$ cat src/rtl/fifo_word_packer_if.sv
// Byte-FIFO read port and packed-word valid/ready stream of the word packer.
// The master side is the packer itself; the slave side is its environment
// (the byte FIFO and the word consumer).
interface fifo_word_packer_if #(
  parameter int BPW = 4
);
  logic [7:0]       fifo_dout;
  logic             fifo_empty;
  logic             fifo_rd;
  logic             word_ready;
  logic             word_valid;
  logic [8*BPW-1:0] word;

  modport master (
    input  fifo_dout, fifo_empty, word_ready,
    output fifo_rd, word_valid, word
  );

  modport slave (
    output fifo_dout, fifo_empty, word_ready,
    input  fifo_rd, word_valid, word
  );
endinterface

$ cat src/rtl/fifo_word_packer.sv
// Pops bytes from a show-ahead byte FIFO and packs BPW of them into one word,
// presented on a valid/ready stream. Assembly of the next word runs while the
// finished word waits, so bytes flow at one per cycle unless the consumer
// stalls with a full word held and the last byte of the next one pending.
module fifo_word_packer #(
  parameter int BPW    = 4,   // bytes per word, 2..8
  parameter int ENDIAN = 0,   // 0: first byte in [7:0]; 1: first byte in top lane
  parameter int CW     = 16   // completed-word counter width
) (
  input  logic          clkb,
  input  logic          resetb,
  input  logic          flush,
  output logic [2:0]    byte_cnt,
  output logic [CW-1:0] word_count,
  fifo_word_packer_if.master bus
);

  typedef enum logic {
    ST_EMPTY = 1'b0,   // no word on the output
    ST_HOLD  = 1'b1    // a complete word is offered on the output
  } out_state_e;

  out_state_e           state_q, state_d;
  logic [2:0]           cnt_q, cnt_d;
  logic [BPW-1:0][7:0]  asm_q, asm_d, asm_merged;
  logic [8*BPW-1:0]     word_q, word_d;
  logic [CW-1:0]        wc_q, wc_d;
  logic [2:0]           lane;
  logic                 last;
  logic                 word_valid;
  logic                 pop;
  logic                 complete;
  logic                 handshake;

  assign word_valid = (state_q == ST_HOLD);
  assign last       = (cnt_q == 3'(BPW-1));
  assign lane       = (ENDIAN != 0) ? (3'(BPW-1) - cnt_q) : cnt_q;

  // NOTE: word_ready reaches fifo_rd combinationally on purpose: the last byte
  // of a word may only be popped when the held word leaves on the same edge.
  // Gating with resetb keeps the pop strobe low for the whole reset interval.
  assign pop       = resetb & ~bus.fifo_empty & ~flush &
                     (~last | ~word_valid | bus.word_ready);
  assign complete  = pop & last;
  assign handshake = word_valid & bus.word_ready;

  // Assembly buffer with the head byte dropped into its lane.
  always_comb begin
    asm_merged = asm_q;
    for (int i = 0; i < BPW; i++) begin
      if (lane == 3'(i)) asm_merged[i] = bus.fifo_dout;
    end
  end

  // Assembly side: byte counter and buffer, cleared by flush or completion.
  always_comb begin
    // NOTE: every output of a combinational block gets a default first, so
    // no path leaves it unassigned and no latch is inferred.
    cnt_d = cnt_q;
    asm_d = asm_q;
    if (flush || complete) begin
      cnt_d = 3'd0;
      asm_d = '0;
    end else if (pop) begin
      cnt_d = cnt_q + 3'd1;
      asm_d = asm_merged;
    end
  end

  // Output controller: next state, output word and handshake counter.
  always_comb begin
    state_d = state_q;
    word_d  = word_q;
    wc_d    = wc_q;
    if (handshake) wc_d = wc_q + CW'(1);
    if (complete)  word_d = asm_merged;
    case (state_q)
      ST_EMPTY: if (complete) state_d = ST_HOLD;
      ST_HOLD:  if (handshake && !complete) state_d = ST_EMPTY;
      default:  state_d = ST_EMPTY;
    endcase
  end

  // State registers; reset discards both the partial and the held word.
  always_ff @(posedge clkb or negedge resetb) begin
    // NOTE: sequential state is updated with non-blocking assignments so all
    // registers see pre-edge values regardless of evaluation order.
    if (!resetb) begin
      state_q <= ST_EMPTY;
      cnt_q   <= 3'd0;
      asm_q   <= '0;
      word_q  <= '0;
      wc_q    <= '0;
    end else begin
      state_q <= state_d;
      cnt_q   <= cnt_d;
      asm_q   <= asm_d;
      word_q  <= word_d;
      wc_q    <= wc_d;
    end
  end

  assign bus.fifo_rd    = pop;
  assign bus.word_valid = word_valid;
  assign bus.word       = word_q;
  assign byte_cnt       = cnt_q;
  assign word_count     = wc_q;

endmodule
$ cat src/flat_wrapper.sv
// flat-port wrapper written by rule: the top's interface ports become plain ports
module fifo_word_packer_flat 
#(
  parameter int BPW    = 4,                          
  parameter int ENDIAN = 0,                                                       
  parameter int CW     = 16                                  
)
  (clkb, resetb, flush, byte_cnt, word_count, bus_fifo_dout, bus_fifo_empty, bus_word_ready, bus_fifo_rd, bus_word_valid, bus_word);
  fifo_word_packer_if #(.BPW(BPW)) bus_i ();
  input  logic clkb;
  input  logic resetb;
  input  logic flush;
  output logic [2:0] byte_cnt;
  output logic [CW-1:0] word_count;
  input wire logic [$bits(bus_i.fifo_dout)-1:0] bus_fifo_dout;
  input wire logic [$bits(bus_i.fifo_empty)-1:0] bus_fifo_empty;
  input wire logic [$bits(bus_i.word_ready)-1:0] bus_word_ready;
  output wire logic [$bits(bus_i.fifo_rd)-1:0] bus_fifo_rd;
  output wire logic [$bits(bus_i.word_valid)-1:0] bus_word_valid;
  output wire logic [$bits(bus_i.word)-1:0] bus_word;
  assign bus_i.fifo_dout = bus_fifo_dout;
  assign bus_i.fifo_empty = bus_fifo_empty;
  assign bus_i.word_ready = bus_word_ready;
  assign bus_fifo_rd = bus_i.fifo_rd;
  assign bus_word_valid = bus_i.word_valid;
  assign bus_word = bus_i.word;
  fifo_word_packer #(.BPW(BPW), .ENDIAN(ENDIAN), .CW(CW)) u_core (.clkb(clkb), .resetb(resetb), .flush(flush), .byte_cnt(byte_cnt), .word_count(word_count), .bus(bus_i));
endmodule
$ cat config.mk
export PLATFORM = sky130hd
export DESIGN_NAME = fifo_word_packer_flat
export DESIGN_NICKNAME = d
export VERILOG_FILES = /design/src/rtl/fifo_word_packer_if.sv /design/src/rtl/fifo_word_packer.sv /design/src/flat_wrapper.sv
export SDC_FILE = /design/constraint.sdc
export NUM_CORES = 1
export LEC_CHECK = 0
export ABC_AREA = 0
export BUFFER_PORTS_ARGS = -buffer_cell sky130_fd_sc_hd__buf_2
export CAP_MARGIN = 10
export CORE_MARGIN = 3
export CORE_UTILIZATION = 54
export CTS_CLUSTER_DIAMETER = 120
export DETAILED_ROUTE_END_ITERATION = 7
export PLACE_DENSITY_LB_ADDON = 0.1
export SYNTH_ARGS = -nofsm -noshare
export SYNTH_HDL_FRONTEND = slang
export SYNTH_SLANG_ARGS = --single-unit
$ cat constraint.sdc
create_clock -name clkb -period 2.23 [get_ports clkb]
set_clock_uncertainty 0.2 [all_clocks]
set_input_delay 0.446 -clock clkb [delete_from_list [all_inputs] [get_ports clkb]]
set_output_delay 0.446 -clock clkb [all_outputs]
set_load 0.01 [all_outputs]
# Word level (Yosys, flattened, before mapping)
# Index checks and enable logic that the tools add are counted.
[word_totals]
register_bits = 84
in_bits = 13
output_inout_bits = 53
wordCells = 40
[classes]
addsub = 2
eq_ne = 3
n_mux = 11
bitwise = 11
n_reduce_logical = 5
[ops]
columns = ["operator", "n"]
rows = [
  ["two-way mux 32 bit", 2],
  ["two-way mux 8 bit", 4],
  ["adder 16 x 1 -> 16 bit, second input constant", 1],
  ["equality test 3 x 2 -> 1 bit, second input constant", 2],
  ["two-way mux 3 bit", 2],
  ["AND 1 bit", 5],
  ["NOT 1 bit", 4],
  ["adder 3 x 1 -> 3 bit, second input constant", 1],
  ["equality test 3 x 1 -> 1 bit, second input constant", 1],
  ["zero test 3 bit", 1],
  ["two-way mux 1 bit", 2],
  ["OR 1 bit", 2],
  ["one-hot mux 1 bit (2 select lines)", 1],
  ["nonzero test 2 bit", 1],
  ["logical AND 1 bit", 1],
  ["zero test 1 bit", 1],
  ["logical OR 1 bit", 1],
]

# Depth between registers and ports, before layout
[logic_depth]
word_depth = 10
depth_mapped = 7
mapped_depth_nobuf = 6

# Least setup slack after synthesis
# No wires, ideal clock.
[synth_timing]
kind = "register -> register"
start = "register u_core.cnt_q[0], in the netlist u_core.byte_cnt[0]"
end = "register u_core.asm_q[0] (netlist name)"
setup_ps = 64
arrival_time_ps = 1819
t_required_ps = 1966
setup_slack_ps = 147
stages_incl_launch_ff = 7
path_buffers = 1
synth_period_minus_slack_ps = 2083
cell_sequence = "dfrtp_1 ha_1 ha_1 or3b_1 buf_6 nor3b_4 a22o_2"
[synth_between]
elab_chain_cells = 8
elab_cells_between_ends = 12
cone_classes = "1 x eq/ne; 3 x mux; 5 x bitwise; 3 x reduce/logical"
[synth_lines]
columns = ["item", "line", "source"]
rows = [
  ["from (decl)", "fifo_word_packer.sv:24", "logic [2:0] cnt_q, cnt_d;"],
  ["from (signal assigned)", "fifo_word_packer.sv:96", "cnt_q <= cnt_d;"],
  ["equality test 3 x 2 -> 1 bit", "fifo_word_packer.sv:36", "assign last = (cnt_q == 3'(BPW-1));"],
  ["NOT 1 bit", "fifo_word_packer.sv:43", "(~last | ~word_valid | bus.word_ready);"],
  ["OR 1 bit (2 in series)", "fifo_word_packer.sv:43", ""],
  ["AND 1 bit", "fifo_word_packer.sv:42", "assign pop = resetb & ~bus.fifo_empty & ~flush &"],
  ["AND 1 bit", "fifo_word_packer.sv:44", "assign complete = pop & last;"],
  ["logical OR 1 bit", "fifo_word_packer.sv:61", "if (flush || complete) begin"],
  ["two-way mux 32 bit or nonzero test 2 bit (tied branches)", "-", ""],
  ["to (signal assigned)", "fifo_word_packer.sv:97", "asm_q <= asm_d;"],
  ["to (decl)", "fifo_word_packer.sv:25", "logic [BPW-1:0][7:0] asm_q, asm_d, asm_merged;"],
]
# Several ways; a longest one is shown, not always the timed one. The select of a mux whose other input is x is not followed.
# A chain may end at the register's enable or synchronous reset.

# Worst setup path in the final report
[layout_timing]
start = "register u_core.cnt_q[0], in the netlist u_core.byte_cnt[0]"
end = "output bus_fifo_rd"
[layout_between]
elab_chain_cells = 5
[layout_lines]
columns = ["item", "line", "source"]
rows = [
  ["equality test 3 x 2 -> 1 bit", "fifo_word_packer.sv:36", ""],
  ["NOT 1 bit", "fifo_word_packer.sv:43", ""],
  ["OR 1 bit (2 in series)", "fifo_word_packer.sv:43", ""],
  ["AND 1 bit", "fifo_word_packer.sv:42", ""],
  ["to (decl)", "flat_wrapper.sv:18", "output wire logic [$bits(bus_i.fifo_rd)-1:0] bus_fifo_rd;"],
]
# No other way between the ends.

==> results.json <==
{
  "rows": 27,
  "switching_share_pct": 23.22,
  "maxCapViolCount": 0,
  "synth_xor_area_share_pct": 4.018,
  "p_seq_share_pct": 52.8,
  "fmax_mhz": 467.3,
  "cp-end-kind": "primary output",
  "vias": 2256,
  "cp.required_ps": 1580,
  "firstDrtPassIters": 4,
  "cts_buffers": 9,
  "io_buffers": 65,
  "met2_usage_pct": 30.01,
  "combPwrFrac_pct": 8.3,
  "cp_data_arrival_time_ps": 1490,
  "gp_congestion": 0.7652,
  "synth_edf_count": 0,
  "drive_gt1_share_pct": 34.48,
  "p_int_w": 0.002067,
  "path_clk_slew_ps": 70,
  "antenna_found_initial": 0,
  "synth_area_leaders": "dfrtp_1, mux2i_1, a22o_1, nand2_1, o21ai_0",
  "drcViolationCount": 0,
  "synth_commonest_cells": "dfrtp_1, nand2_1, mux2i_1",
  "synth_top_family_by_area": "compound AO/OA/AOI/OAI gates",
  "design_area_sq_mm": 0.003973,
  "dp_slack_ps": -31.38,
  "grt_overflow": 0,
  "syn_avg_cell_area_sq_um": 12.20,
  "peakVddDrop_mv": 0.5584,
  "grt_max_degree": 77,
  "place_hpwl_um": 4590,
  "stdcell_count": 420,
  "p_switching_w": 0.0006253,
  "cts_htree_levels": 3,
  "fp.dieH_um": 83.81,
  "wl_per_cell_um": 15.67,
  "netlist_instances": 268,
  "slew_viol_final": 0,
  "die_x_um": 83.81,
  "drt-initial-drc-count": 134,
  "power_density_mw_per_mm2": 677.8,
  "ioPinCount": 66,
  "worstPathMaxFanout": 3,
  "p_clk_share_pct": 38.9,
  "ys_ff_latch": 76,
  "syn_to_final_growth_pct": 21.51,
  "grt_pass1_wl_um": 11270,
  "fin_crit_ps": 2140,
  "yosysSeqAreaShare_pct": 58.17,
  "synthFlopType": "dfrtp_1",
  "synth_mux_area_share_pct": 10.75,
  "core-area_sq_mm": 0.005675,
  "synth_cell_types": 33,
  "yosys.area_share.simple_pct": 10.56,
  "synth_adder_area_share_pct": 2.296,
  "setup_viol": 0,
  "gr-max-usage-layer": "met1",
  "worstSetupPathType": "reg -> out",
  "cts_tree": "built",
  "dieArea_sq_mm": 0.007024,
  "async_flop_share_pct": 100.0,
  "clock_tree.buffer_depth": 2,
  "p_leak_nw": 2.214,
  "holdCritPathClass": "in -> async",
  "initial_core_util_pct": 57.61,
  "power_w": 0.002693,
  "cts_sinks": 76,
  "wl_um": 6583,
  "worstMarginPinSlew_ps": 918.6,
  "via_per_inst": 5.371,
  "gr-usage-all-layers_pct": 20.48,
  "yosysMostFrequentCell": "dfrtp_1",
  "dp.cells": 403,
  "slew_headroom_pct": 38.76,
  "fin_crit_sh_pct": 95.97,
  "grt_pass1_vias": 2275,
  "antenna_cells": 0,
  "setup_ws_ps": 89.92,
  "mappedNetlistArea_sq_mm": 0.003269,
  "place_area_sq_mm": 0.003714,
  "root_buffer": "clkbuf_8",
  "finalHoldViolations": 0,
  "status": "completed",
  "cp-start-kind": "register",
  "synth_compound_area_share_pct": 11.86,
  "grtUsageMet1_pct": 30.20,
  "yosys.area.top_type": "dfrtp_1",
  "postCtsHoldBufs": 0,
  "finalNetCount": 363,
  "synth_warnings": 0,
  "synthesis.nets": 287,
  "ant_nets": 0,
  "grtUsageMet3_pct": 3.949,
  "rsz0062_at_grt": "false",
  "synth_top_area_share_pct": 58.17,
  "insertion_delay_ps": 340
}
stage by stage:
step | hold WS, ps | setup TNS [ps] | util (%)
after global routing | 237.9 | 0 | 70.00
after global placement | 254.6 | 0 | 65.43
after detailed placement | 259.0 | -230.0 | 65.43
after CTS | 193.8 | -68.98 | 69.22
after floorplan | -49.59 | 0 | -
final | 145.6 | 0 | 70.00
state kept, by name, summed over array words and instances, names as in the netlist:
register               flops
u_core.bus.word_valid      1
u_core.word_count         16
u_core.byte_cnt            3
u_core.bus.word           32
u_core.asm_q              24
layer usage:
metal	part of all wire [%]	vias up	wire, um
met5	0	-	0
met4	1.5	0	100
met3	3.8	9	249
met2	45	42	2954
met1	50	1104	3279
li1	-	1101	-
critical path, cell delays in order (launching register included):
cell and delay (ps):
dfrtp_1 390, ha_1 200, ha_2 190, nand3b_1 100
and3b_2 190, buf_6 100
layout by cell type, fill, tap and decap left out, drive strengths merged:
cell type / netlist / layout
buf: 5 / 76
a21o: 1 / 1
nand4: 2 / 2
mux2: 9 / 9
or3b: 1 / 1
nor2b: 2 / 2
nand3b: 1 / 1
nand2b: 3 / 3
nor4: 1 / 1
mux2i: 25 / 25
or2: 1 / 1
o21ai: 27 / 27
clkinv: 0 / 3
nand4b: 1 / 1
nor2: 6 / 6
nor3: 4 / 4
xnor2: 6 / 6
nor3b: 1 / 1
nand2: 33 / 33
ha: 6 / 6
nand3: 6 / 6
bufinv: 0 / 1
and4: 3 / 3
and3b: 1 / 1
o22ai: 2 / 2
dfrtp: 76 / 76
a22o: 24 / 24
clkbuf: 6 / 11
inv: 6 / 6
xor2: 9 / 9
timing repair:
| item | CTS | global route |
|---|---|---|
| gates resized for setup | 0 | 9 |
| pin swaps | 1 | 0 |
| gates cloned | 0 | 0 |
| setup endpoints to repair | 15 | 25 |
| buffers inserted | 2 | 0 |
layout make-up:
class,count,area [sq um]
sequential,76,1902
fill,452,1703
multi-input combinational,175,1329
timing repair buffer,76,429.2
clock buffer,11,151.4
tap,72,90.09
clock inverter,4,48.80
inverter,6,22.52
worst paths after layout:
path	cells past startpoint	endpoint	start	slack, ps
max	5	bus_fifo_rd	u_core.byte_cnt[0]	90
min	2	u_core.word_count[12]	resetb	150
max reg2reg	6	u_core.asm_q[4]	u_core.byte_cnt[0]	130
min reg2reg	1	u_core.word_count[15]	u_core.word_count[15]	260
max in group asynchronous	2	u_core.bus.word[4]	resetb	1080
min in group clkb	3	u_core.word_count[2]	bus_word_ready	250
power groups by stage:
stage          Clock [W]  Sequential (W)  Combinational, W
2_1_floorplan          0         0.00146          0.000104
3_3_place_gp           0         0.00145          0.000212
5_1_grt          0.00113         0.00143          0.000249
3_5_place_dp           0         0.00145          0.000216
4_1_cts          0.00108         0.00142          0.000218
6_report         0.00105         0.00142          0.000223
cell families after synthesis:
| logic type | Yosys count |
|---|---|
| multiplexers | 34 |
| adder cells (fa/ha/maj) | 6 |
| AND/OR/NAND/NOR | 66 |
| buffers and inverters | 17 |
| AO/OA/AOI/OAI | 54 |
| XOR/XNOR | 15 |
| flip-flops | 76 |
(Power assumes the default switching activity.)
